$ cat src/rtl/enc_home_ctrl.sv
// Quadrature x4 position counter with Z-index homing FSM.
// Raw A/B/Z are synchronized, step-decoded into a register stage, then applied to position and state.
module enc_home_ctrl #(
    parameter int POS_W       = 32,
    parameter int TIMEOUT_CYC = 100_000_000
) (
    input  logic             I_CLK_100MHZ,
    input  logic             I_RST,
    input  logic             I_ENC_A,
    input  logic             I_ENC_B,
    input  logic             I_ENC_Z,
    input  logic             I_HOME_REQ,
    input  logic             I_ABORT,
    output logic [POS_W-1:0] O_POS,
    output logic [1:0]       O_STATE,
    output logic             O_BUSY,
    output logic             O_HOMED,
    output logic             O_DONE,
    output logic             O_ERR_TIMEOUT,
    output logic             O_ERR_QUAD
);

    typedef enum logic [1:0] {
        ST_IDLE  = 2'd0,
        ST_SEEK  = 2'd1,
        ST_HOMED = 2'd2,
        ST_FAULT = 2'd3
    } state_t;

    localparam int               TMR_W    = $clog2(TIMEOUT_CYC);
    localparam logic [TMR_W-1:0] TMR_LAST = TMR_W'(TIMEOUT_CYC - 1);

    // Encoder bit order in the pipeline registers: {A, B, Z}.
    logic [2:0]       s1_q, s2_q, prev_q;
    logic [1:0]       prime_q;
    logic             primed;
    logic [1:0]       idx_cur, idx_prev, idx_diff;
    logic             up_q, dn_q, bad_q, zrise_q;

    state_t           state_q, state_d;
    logic [TMR_W-1:0] tmr_q;
    logic             accept, zero_pos, done_d, set_to, clr_to;

    assign primed = (prime_q == 2'd3);

    // Gray phase index {B, A^B}: 00->0, 10->1, 11->2, 01->3, so +1 mod 4 is a forward step.
    always_comb begin
        idx_cur  = {s2_q[1], s2_q[2] ^ s2_q[1]};
        idx_prev = {prev_q[1], prev_q[2] ^ prev_q[1]};
        idx_diff = idx_cur - idx_prev;
    end

    always_ff @(posedge I_CLK_100MHZ) begin
        if (I_RST) begin
            s1_q    <= '0;
            s2_q    <= '0;
            prev_q  <= '0;
            prime_q <= '0;
            up_q    <= 1'b0;
            dn_q    <= 1'b0;
            bad_q   <= 1'b0;
            zrise_q <= 1'b0;
        end else begin
            // NOTE: non-blocking assignments let every register sample the pre-edge value of its source,
            // which is what makes s1 -> s2 -> prev a real shift chain rather than a single wire.
            s1_q   <= {I_ENC_A, I_ENC_B, I_ENC_Z};
            s2_q   <= s1_q;
            prev_q <= s2_q;
            if (!primed) prime_q <= prime_q + 2'd1;
            up_q    <= primed && (idx_diff == 2'd1);
            dn_q    <= primed && (idx_diff == 2'd3);
            bad_q   <= primed && (idx_diff == 2'd2);
            zrise_q <= primed && s2_q[0] && !prev_q[0];
        end
    end

    always_comb begin
        // NOTE: every variable gets a default before the case so no path leaves one unassigned (no latch).
        state_d  = state_q;
        accept   = 1'b0;
        zero_pos = 1'b0;
        done_d   = 1'b0;
        set_to   = 1'b0;
        clr_to   = 1'b0;
        case (state_q)
            ST_IDLE: begin
                if (!I_ABORT && I_HOME_REQ) begin
                    state_d = ST_SEEK;
                    accept  = 1'b1;
                end
            end
            ST_SEEK: begin
                if (I_ABORT) begin
                    state_d = ST_IDLE;
                end else if (zrise_q) begin
                    state_d  = ST_HOMED;
                    zero_pos = 1'b1;
                    done_d   = 1'b1;
                end else if (tmr_q == TMR_LAST) begin
                    state_d = ST_FAULT;
                    set_to  = 1'b1;
                end
            end
            ST_HOMED: begin
                if (I_HOME_REQ) begin
                    state_d = ST_SEEK;
                    accept  = 1'b1;
                end
            end
            ST_FAULT: begin
                if (I_ABORT) begin
                    state_d = ST_IDLE;
                    clr_to  = 1'b1;
                end else if (I_HOME_REQ) begin
                    state_d = ST_SEEK;
                    accept  = 1'b1;
                end
            end
            default: state_d = ST_IDLE;
        endcase
    end

    always_ff @(posedge I_CLK_100MHZ) begin
        if (I_RST) begin
            state_q       <= ST_IDLE;
            tmr_q         <= '0;
            O_POS         <= '0;
            O_BUSY        <= 1'b0;
            O_HOMED       <= 1'b0;
            O_DONE        <= 1'b0;
            O_ERR_TIMEOUT <= 1'b0;
            O_ERR_QUAD    <= 1'b0;
        end else begin
            state_q <= state_d;
            O_BUSY  <= (state_d == ST_SEEK);
            O_HOMED <= (state_d == ST_HOMED);
            O_DONE  <= done_d;

            // Zeroing on the index discards any step decoded in the same cycle.
            if (zero_pos)  O_POS <= '0;
            else if (up_q) O_POS <= O_POS + POS_W'(1);
            else if (dn_q) O_POS <= O_POS - POS_W'(1);

            if (state_d == ST_SEEK && state_q != ST_SEEK) tmr_q <= '0;
            else if (state_q == ST_SEEK)                  tmr_q <= tmr_q + TMR_W'(1);

            if (set_to)                O_ERR_TIMEOUT <= 1'b1;
            else if (accept || clr_to) O_ERR_TIMEOUT <= 1'b0;

            if (bad_q)       O_ERR_QUAD <= 1'b1;
            else if (accept) O_ERR_QUAD <= 1'b0;
        end
    end

    assign O_STATE = state_q;

endmodule
$ cat config.mk
export PLATFORM = sky130hd
export DESIGN_NAME = enc_home_ctrl
export DESIGN_NICKNAME = d
export VERILOG_FILES = /design/src/rtl/enc_home_ctrl.sv
export SDC_FILE = /design/constraint.sdc
export NUM_CORES = 1
export LEC_CHECK = 0
export CAP_MARGIN = 0
export CORE_UTILIZATION = 55
export CTS_BUF_LIST = sky130_fd_sc_hd__clkbuf_8
export CTS_CLUSTER_SIZE = 25
export DETAILED_ROUTE_END_ITERATION = 6
export GPL_TIMING_DRIVEN = 0
export PLACE_DENSITY = 0.88
export SLEW_MARGIN = 20
export SYNTH_ARGS = -nofsm -noshare
export SYNTH_HDL_FRONTEND = slang
export SYNTH_SLANG_ARGS = --single-unit
$ cat constraint.sdc
create_clock -name I_CLK_100MHZ -period 7.5 [get_ports I_CLK_100MHZ]
set_input_delay 1.5 -clock I_CLK_100MHZ [delete_from_list [all_inputs] [get_ports I_CLK_100MHZ]]
set_output_delay 1.5 -clock I_CLK_100MHZ [all_outputs]
set_load 0.02 [all_outputs]
==> Yosys cells after proc, flatten, opt, wreduce, memory -nomap -nowiden <==
Index checks and enable logic that the tools add are counted.
{ "totals": {"input_bits": 7, "elab_cells": 76, "register_bits": 81, "rom_bits": 0, "ram_bits": 0, "output_inout_bits": 39, "latch_bits": 0, "memories": 0} }
{ "classes": {"shift": 0, "multipliers": 0, "bitwise_logic": 2, "div": 0, "n_eq_ne": 11, "n_reduce_logical": 16, "addsub": 5, "magnitude_cmp": 0, "mux": 26} }
{ "op_table": {"columns": ["operator", "n"], "rows": [
  ["2-to-1 mux 32 bit", 2],
  ["adder 32 x 1 -> 32 bit, second input constant", 1],
  ["subtractor 32 x 1 -> 32 bit, second input constant", 1],
  ["adder 27 x 1 -> 27 bit, second input constant", 1],
  ["equality test 27 bit, second input constant", 1],
  ["2-to-1 mux 1 bit", 16],
  ["equality test 2 bit, second input constant", 6],
  ["2-to-1 mux 2 bit", 6],
  ["case mux 2 bit (4 select lines)", 1],
  ["logical AND 1 bit", 7],
  ["equality test 2 x 1 -> 1 bit, second input constant", 3],
  ["nonzero test 2 bit", 3],
  ["OR reduction 2 bit", 2],
  ["case mux 1 bit (3 select lines)", 1],
  ["adder 2 x 1 -> 2 bit, second input constant", 1],
  ["logical NOT 1 bit", 2],
  ["logical NOT 2 bit", 1],
  ["inequality test 2 x 1 -> 1 bit, second input constant", 1],
  ["subtractor 2 bit", 1],
  ["XOR 1 bit", 2],
  ["logical OR 1 bit", 1]
]} }

==> Depth between registers and ports, before layout <==
{ "logic_depth": {"depth_word": 8, "depth_mapped": 11, "depth_no_buf": 10} }

==> Worst setup path after synthesis <==
OpenSTA, ideal clock, no wires.
{ "synth_path": {"path_type": "register to register", "start": "register up_q", "end": "register O_POS[30]", "setup_time_ns": 0.062, "period_less_slack_ns": 2.927, "t_required_ns": 7.438, "path_stages_with_launch": 11, "slack_ns": 4.573, "arrival_ns": 2.865, "n_path_buf": 0, "path_cell_list": "dfxtp_1 -> inv_1 -> ha_1 -> a21o_1 -> a221oi_2 -> a211o_2 -> o21ai_4 -> nor4b_4 -> o21a_1 -> or3_1 -> nand3_1"} }
{ "synth_via": {"elab_chain_len": 1, "word_cells_on_any_way": 2, "cone_classes": "1 x mux; 1 x reduce/logical"} }
{ "synth_rtl": {"columns": ["item", "line_no", "text"], "rows": [
  ["start, declared", "38", "logic up_q, dn_q, bad_q, zrise_q;"],
  ["start signal, assigned", "70", "up_q <= primed && (idx_diff == 2'd1);"],
  ["2-to-1 mux 32 bit / nonzero test 2 bit (equally long branches)", null, null],
  ["end signal, assigned", "141", "else if (up_q) O_POS <= O_POS + POS_W'(1);"],
  ["end signal, assigned", "142", "else if (dn_q) O_POS <= O_POS - POS_W'(1);"],
  ["end, declared", "14", "output logic [POS_W-1:0] O_POS,"]
]} }
Parallel ways exist; a longest one is shown, timed or not.
A chain may end at the register's enable or synchronous reset.

==> Worst setup path after layout <==
{ "layout_path": {"start": "input I_ABORT", "end": "register O_POS[5]"} }
{ "layout_via": {"elab_chain_len": 3} }
{ "layout_rtl": {"columns": ["item", "line_no", "text"], "rows": [
  ["start, declared", "13", "input logic I_ABORT,"],
  ["2-to-1 mux 1 bit", "93", "if (I_ABORT) begin"],
  ["2-to-1 mux 1 bit", "85", "case (state_q)"],
  ["OR reduction 2 bit (no source line)", null, null]
]} }
Every way passes these cells.

==> results.ini <==
[power]
p_comb_frac=0.234
p_int_w=0.000675
power_frac_seq=0.449
clkPwrFrac=0.317
p_per_area_nw_per_um2=182
p_leak_nw=2.27
vdd_drop_max_mv=0.193
swShare=0.323
p_sw_w=0.000322

[clocking]
cts_tree=built
cts.root.buffer_cell=clkbuf_8
cts_setup_buffers=0
clock-sinks=81
cts_resized=0
clock_latency_ns=0.37
cts_hold_buf=0
cts_made_buffers=9
cts.clk_slew.worst_paths_ns=0.10
htree_num_levels=3
clk_path_buf_depth=2

[sta]
setup_viol=0
fin_worst_skew_ns=0.0137
rsz0062_at_grt=no
period_share=0.459
tns_ns=0
fin_ws_ns=4.06
hold_viol_final=0
min_period_ns=3.44
fmax_mhz=290
slew_violations=0
tightest_slew_ns=0.652
timing.slew.headroom=0.564

[routing]
routed_wl_um=10900
drtAntennaViolNets=0
drcViolationCount=0
dr_wl_met3_um=486
met1_length_um=4800
wl_met2_um=5370
drtIter0Drc=187
routedWlPerCell_um=14.8
vias_per_cell=5.83
num_vias=4288
drtPass1Iterations=5
routed.top_layer=met4

[die]
num_rows=33
fp.coreArea_um2=8260
start_util=0.570
ioPinCount=46
die_w_um=94.5
dieArea_um2=8930
die_h_um=94.5

[logic_synthesis]
ys_ff_latch=81
syn_inst=569
synthFlopType=dfxtp_1
avgSynthCellArea_um2=8.27
yosysUniqueCellTypes=61
synth-edff-count=0
async_reset_ff_frac=0
synth_top_family_by_area=simple AND/OR/NAND/NOR gates
synth_xor_area_frac=0.0912
synthAdderAreaFrac=0.0941
syn-num-nets=610
synthSimpleGateAreaFrac=0.261
synth_compound_area_frac=0.172
ys_top_cells_by_area=dfxtp_1, ha_1, a21oi_1
yosys.area.top_type=dfxtp_1
synth_top_area_share=0.344
yosysSeqAreaShare=0.344
synth_area_um2=4710
yosysWarningCount=0
synth_mux_area_frac=0.0106

[critical_path]
setup.worst_path.class=in -> reg
critical_path.startpoint=I_ABORT
crit_fanout=10
worstPathArrival_ns=3.67
r2r_start=up_q
startpoint_type=primary input
cp.required_ns=7.73
end_kind=flip-flop

[grt]
antenna_found_initial=0
grt_pass1_wl_um=18000
grt_max_degree=34
grt_use_total=0.253
grt_pass1_vias=4028
grt_overflow=0

[finish]
regArea_um2=1620
layout-drive-gt1-share=0.0476
final_common_cell=dfxtp_1
final_nets=666
syn2layout_area_growth_pct=16.5
n_antenna_cell=0
layout_common_cells=dfxtp_1, nand2_1, nor2_1
multiInputGateArea_um2=2960
fillers=712

[hold_path]
hold_class=reg -> reg
hp-start=prev_q[0]

[placement]
dpl.hpwl_um=7900
io_buffers=45
place_congestion=0.894
preCtsSetupSlack_ns=3.73

[job]
drv_cap=0

[run_status]
outcome=finished, final reports clean

## layer usage
layer  vias to the layer above  global-route usage
met2                       129               0.449
li1                       2133                   -
met1                      2001               0.304
met3                        25              0.0459
met4                         0              0.0909
met5                         -                   0
## cells by family (layout without fill, tap and decap cells)
group	count (synthesis)	after routing
and+or+nand+nor	245	245
AOI/OAI and AO/OA	122	122
DFF	81	81
xor gates and xnor gates	49	49
adders and majority gates	35	35
buffers and inverters	32	93
muxes	5	5
## registers in the layout (all words and copies together), names as in the netlist, 2 cells and up
register	count
O_POS	32
tmr_q	27
prev_q	3
s1_q	3
s2_q	3
O_STATE	2
prime_q	2
## cell usage after synthesis, drive strengths merged (14+ instances only)
cell type / number
nand2: 66
xnor2: 27
a21o: 15
a21oi: 50
o21ai: 17
nand3: 31
dfxtp: 81
and3: 14
ha: 33
nand4: 15
xor2: 22
nor2b: 15
nor3: 15
nor2: 52
clkbuf: 16
## final cells by class
cell class | count | area share
multi-input combinational | 456 | 0.540
sequential | 81 | 0.296
timing repair buffer | 45 | 0.0821
tap | 105 | 0.0240
clock buffer | 9 | 0.0226
buffer | 24 | 0.0176
clock inverter | 7 | 0.0128
inverter | 8 | 0.00548
## path summary, 6_finish.rpt
kind / to / slack [ns] / cells past startpoint
worst max-delay path: O_POS[5] / 4.06 / 7
worst min-delay path: zrise_q / 0.41 / 1
worst max register to register: O_POS[24] / 4.31 / 10
worst min register to register: zrise_q / 0.41 / 1
## power groups by stage
stage | logic (W) | registers [W] | clock network [W]
after floorplan | 0.000173 | 0.000461 | 0
after global placement | 0.000222 | 0.000456 | 0
after detailed placement | 0.000229 | 0.000457 | 0
after CTS | 0.000231 | 0.000447 | 0.000323
after global routing | 0.000257 | 0.000448 | 0.000336
final | 0.000233 | 0.000447 | 0.000316
## critical path, stage by stage
cell	delay, ns
clkdlybuf4s50_1	0.53
and3b_1	0.32
or2_1	0.12
clkbuf_1	0.30
buf_2	0.33
buf_1	0.46
nor2_1	0.10
## per-stage QoR
| step | hold slack [ns] | total power [W] | util | area [um^2] | std cells |
|---|---|---|---|---|---|
| 2_1_floorplan | 0.373 | 0.000635 | - | 4710 | 569 |
| 3_3_place_gp | 0.378 | 0.000678 | 0.641 | 5290 | 719 |
| 3_5_place_dp | 0.378 | 0.000686 | 0.641 | 5290 | 719 |
| 4_1_cts | 0.411 | 0.00100 | 0.664 | 5480 | 735 |
| 5_1_grt | 0.430 | 0.00104 | 0.664 | 5480 | 735 |
| 6_report | 0.411 | 0.000997 | 0.664 | 5480 | 735 |
Note: power is estimated with default switching activity, not from simulation.
==> edit, RTL diff (config.mk and constraints unchanged) <==
Reset style: asynchronous (`I_RST`), changed in 2 clocked blocks.
--- a/src/rtl/enc_home_ctrl.sv
+++ b/src/rtl/enc_home_ctrl.sv
@@ -51,5 +51,5 @@
     end
 
-    always_ff @(posedge I_CLK_100MHZ) begin
+    always_ff @(posedge I_CLK_100MHZ or posedge I_RST) begin
         if (I_RST) begin
             s1_q    <= '0;
@@ -121,5 +121,5 @@
     end
 
-    always_ff @(posedge I_CLK_100MHZ) begin
+    always_ff @(posedge I_CLK_100MHZ or posedge I_RST) begin
         if (I_RST) begin
             state_q       <= ST_IDLE;
Check against the original RTL: differs if I_RST is asserted again (counterexample within 4 cycles, from zero or initial values and one cycle with I_RST high); with I_RST held inactive, the same outputs for 10 cycles.
==> edit against the original RTL <==
Sequential cell count stayed put. Design area is 2.7% higher. Setup slack worse by 0.91 ns. Area after synthesis is 2.9% higher. Maximum frequency is 21% lower. Routed wire length is 2.0% lower. Hold slack worse by 0.052 ns. Critical endpoint is now O_POS[24].
Power is not compared: it rests on default switching activity, and its combinational part moved more than twofold at a synthesized area within 25%.
==> edit: results (changes against the original RTL) <==
| Metric | Value |
|---|---|
| Crit path max fanout | 31 (+21) |
| GRT Util Overall | 24.6% (-0.64 points) |
| Clock tree buffer depth | 2 (unchanged) |
| Placed instance count | 680 (-5.4%) |
| Gate Count Post-Synth | 530 (-6.9%) |
| Clk root buf | clkbuf_8 |
| Yosys warning count | 0 (unchanged) |
| Critical path's largest stage delay | 0.88 ns (+0.35 ns) |
| Routing usage on met2 | 41.0% (-4.0 points) |
| Met1 Use GR | 32.1% (+1.8 points) |
| Pin count of the biggest net entering global routing | 57 (+68%) |
| Synth top cells by count | 81 x dfrtp_1, 80 x nand2_1, 47 x a21oi_1, 36 x nor2_1, 34 x o21ai_0 |
| M3 GR Usage | 3.24% (-1.4 points) |
| Arrival time worst endpoint | 4.59 ns (+0.92 ns) |
| Worst-Margin Slew | 1.11 ns (+0.458 ns) |
| Vias in the first global route | 3947 (-2.0%) |
| Clock buffer count from CTS | 9 (unchanged) |
| Fraction of layout instances using a drive strength above 1 | 5.41% (+0.65 points) |
| Leading cell types by total area after synthesis | dfrtp_1 42%, ha_1 8.5%, nand2_1 6.2% |
| Place WS | 3.58 ns (-0.144 ns) |
| P_sw | 1.15 mW |
| First-pass GRT wire length | 17.6 mm (-2.1%) |
| PortBufs | 44 (-2.2%) |
| Post-CTS Setup Bufs | 0 (unchanged) |
| CTS H-Tree Depth | 3 (unchanged) |
| Hold Path Class | flip-flop to flip-flop |
| Placer Congestion | 0.937 (+4.7%) |
| Vias | 4200 (-2.1%) |
| Sequential area share after synthesis | 41.8% (+7.4 points) |
| Top delay family on crit path | compound AO/OA/AOI/OAI gates |
| WL/cell | 15.3 um (+3.5%) |
| Status | completed |
| Cell variety after synth | 55 (-9.8%) |
| Placed Instance Area | 0.00545 mm2 (+3.0%) |
| Skew final | 0.0132 ns (-0.000478 ns) |
| Cells resized by post-CTS repair | 0 (unchanged) |
| Post-Route WL | 10.7 mm (-2.0%) |
| Top FF cell, synth | dfrtp_1 |
| Leakage | 2.48 nW |
| Nets | 627 (-5.9%) |
| Peak supply drop | 0.000218 V |
| Fillers | 650 (-8.7%) |
| Mapped Nets | 571 (-6.4%) |
| CP max stage cell | clkinv_1 |
| Drt initial violations | 266 (+42%) |
| Initial antenna violation count | 0 (unchanged) |
| First-pass iteration count of the detailed router | 5 (unchanged) |
| Asr flop ratio synth | 100% (+100 points) |
| N_diodes | 0 (unchanged) |
| Skew-Pair Late Insertion Delay | 0.37 ns (about the same) |
| HPWL Detailed | 7.59 mm (-4.0%) |
## edit: cell count changes after synthesis, moves of 11 or more
cell     before  now
o21ai_0      13   34
nor2_1       52   36
dfrtp_1       0   81
dfxtp_1      81    0
nand2_1      66   80
nor3_1       15    4
## edit: per-layer routing
layer  share of wire [%]  routed length [um]
met1                  45                4760
met2                  48                5140
met3                 4.9                 519
met4                 2.2                 238
met5                   0                   0
## edit: power by group through the flow
| stage | sequential (mW) | clock [mW] | combinational, mW |
|---|---|---|---|
| finish | 0.637 | 0.310 | 1.59 |
| global route | 0.652 | 0.330 | 1.74 |
| CTS | 0.638 | 0.314 | 1.58 |
| detailed placement | 0.646 | 0 | 1.56 |
| global placement | 0.641 | 0 | 1.50 |
| floorplan | 0.734 | 0 | 1.06 |
## edit: logic make-up after synthesis
kind of cell	Yosys count	synth area share, %
muxes	10	2.12
AOI/OAI and AO/OA	156	20.8
adders and majority gates	34	8.93
DFF	81	41.8
buffers and inverters	26	2.04
and+or+nand+nor	190	18.3
xor gates and xnor gates	33	5.96
## edit: path summary, 6_finish.rpt
path                          from        end  slack, ns  cells past startpoint
setup reg to reg              up_q  O_POS[24]       3.14                     11
hold reg to reg            s1_q[1]    s2_q[1]       0.36                      0
max in group asynchronous    I_RST   O_POS[1]       5.46                      3
setup / recovery              up_q  O_POS[24]       3.14                     11
min in group asynchronous    I_RST  O_POS[11]       1.46                      2
hold / removal             s1_q[1]    s2_q[1]       0.36                      0
## edit: area by class of cell
class	count	area (um2)	share of cell area [%]
clock buffer	10	138	2.44
buffer	16	61.3	1.09
multi-input combinational	423	2720	48.3
sequential	81	2030	36.0
tap	105	131	2.33
timing repair buffer	45	468	8.31
clock inverter	6	48.8	0.866
inverter	10	40.0	0.711
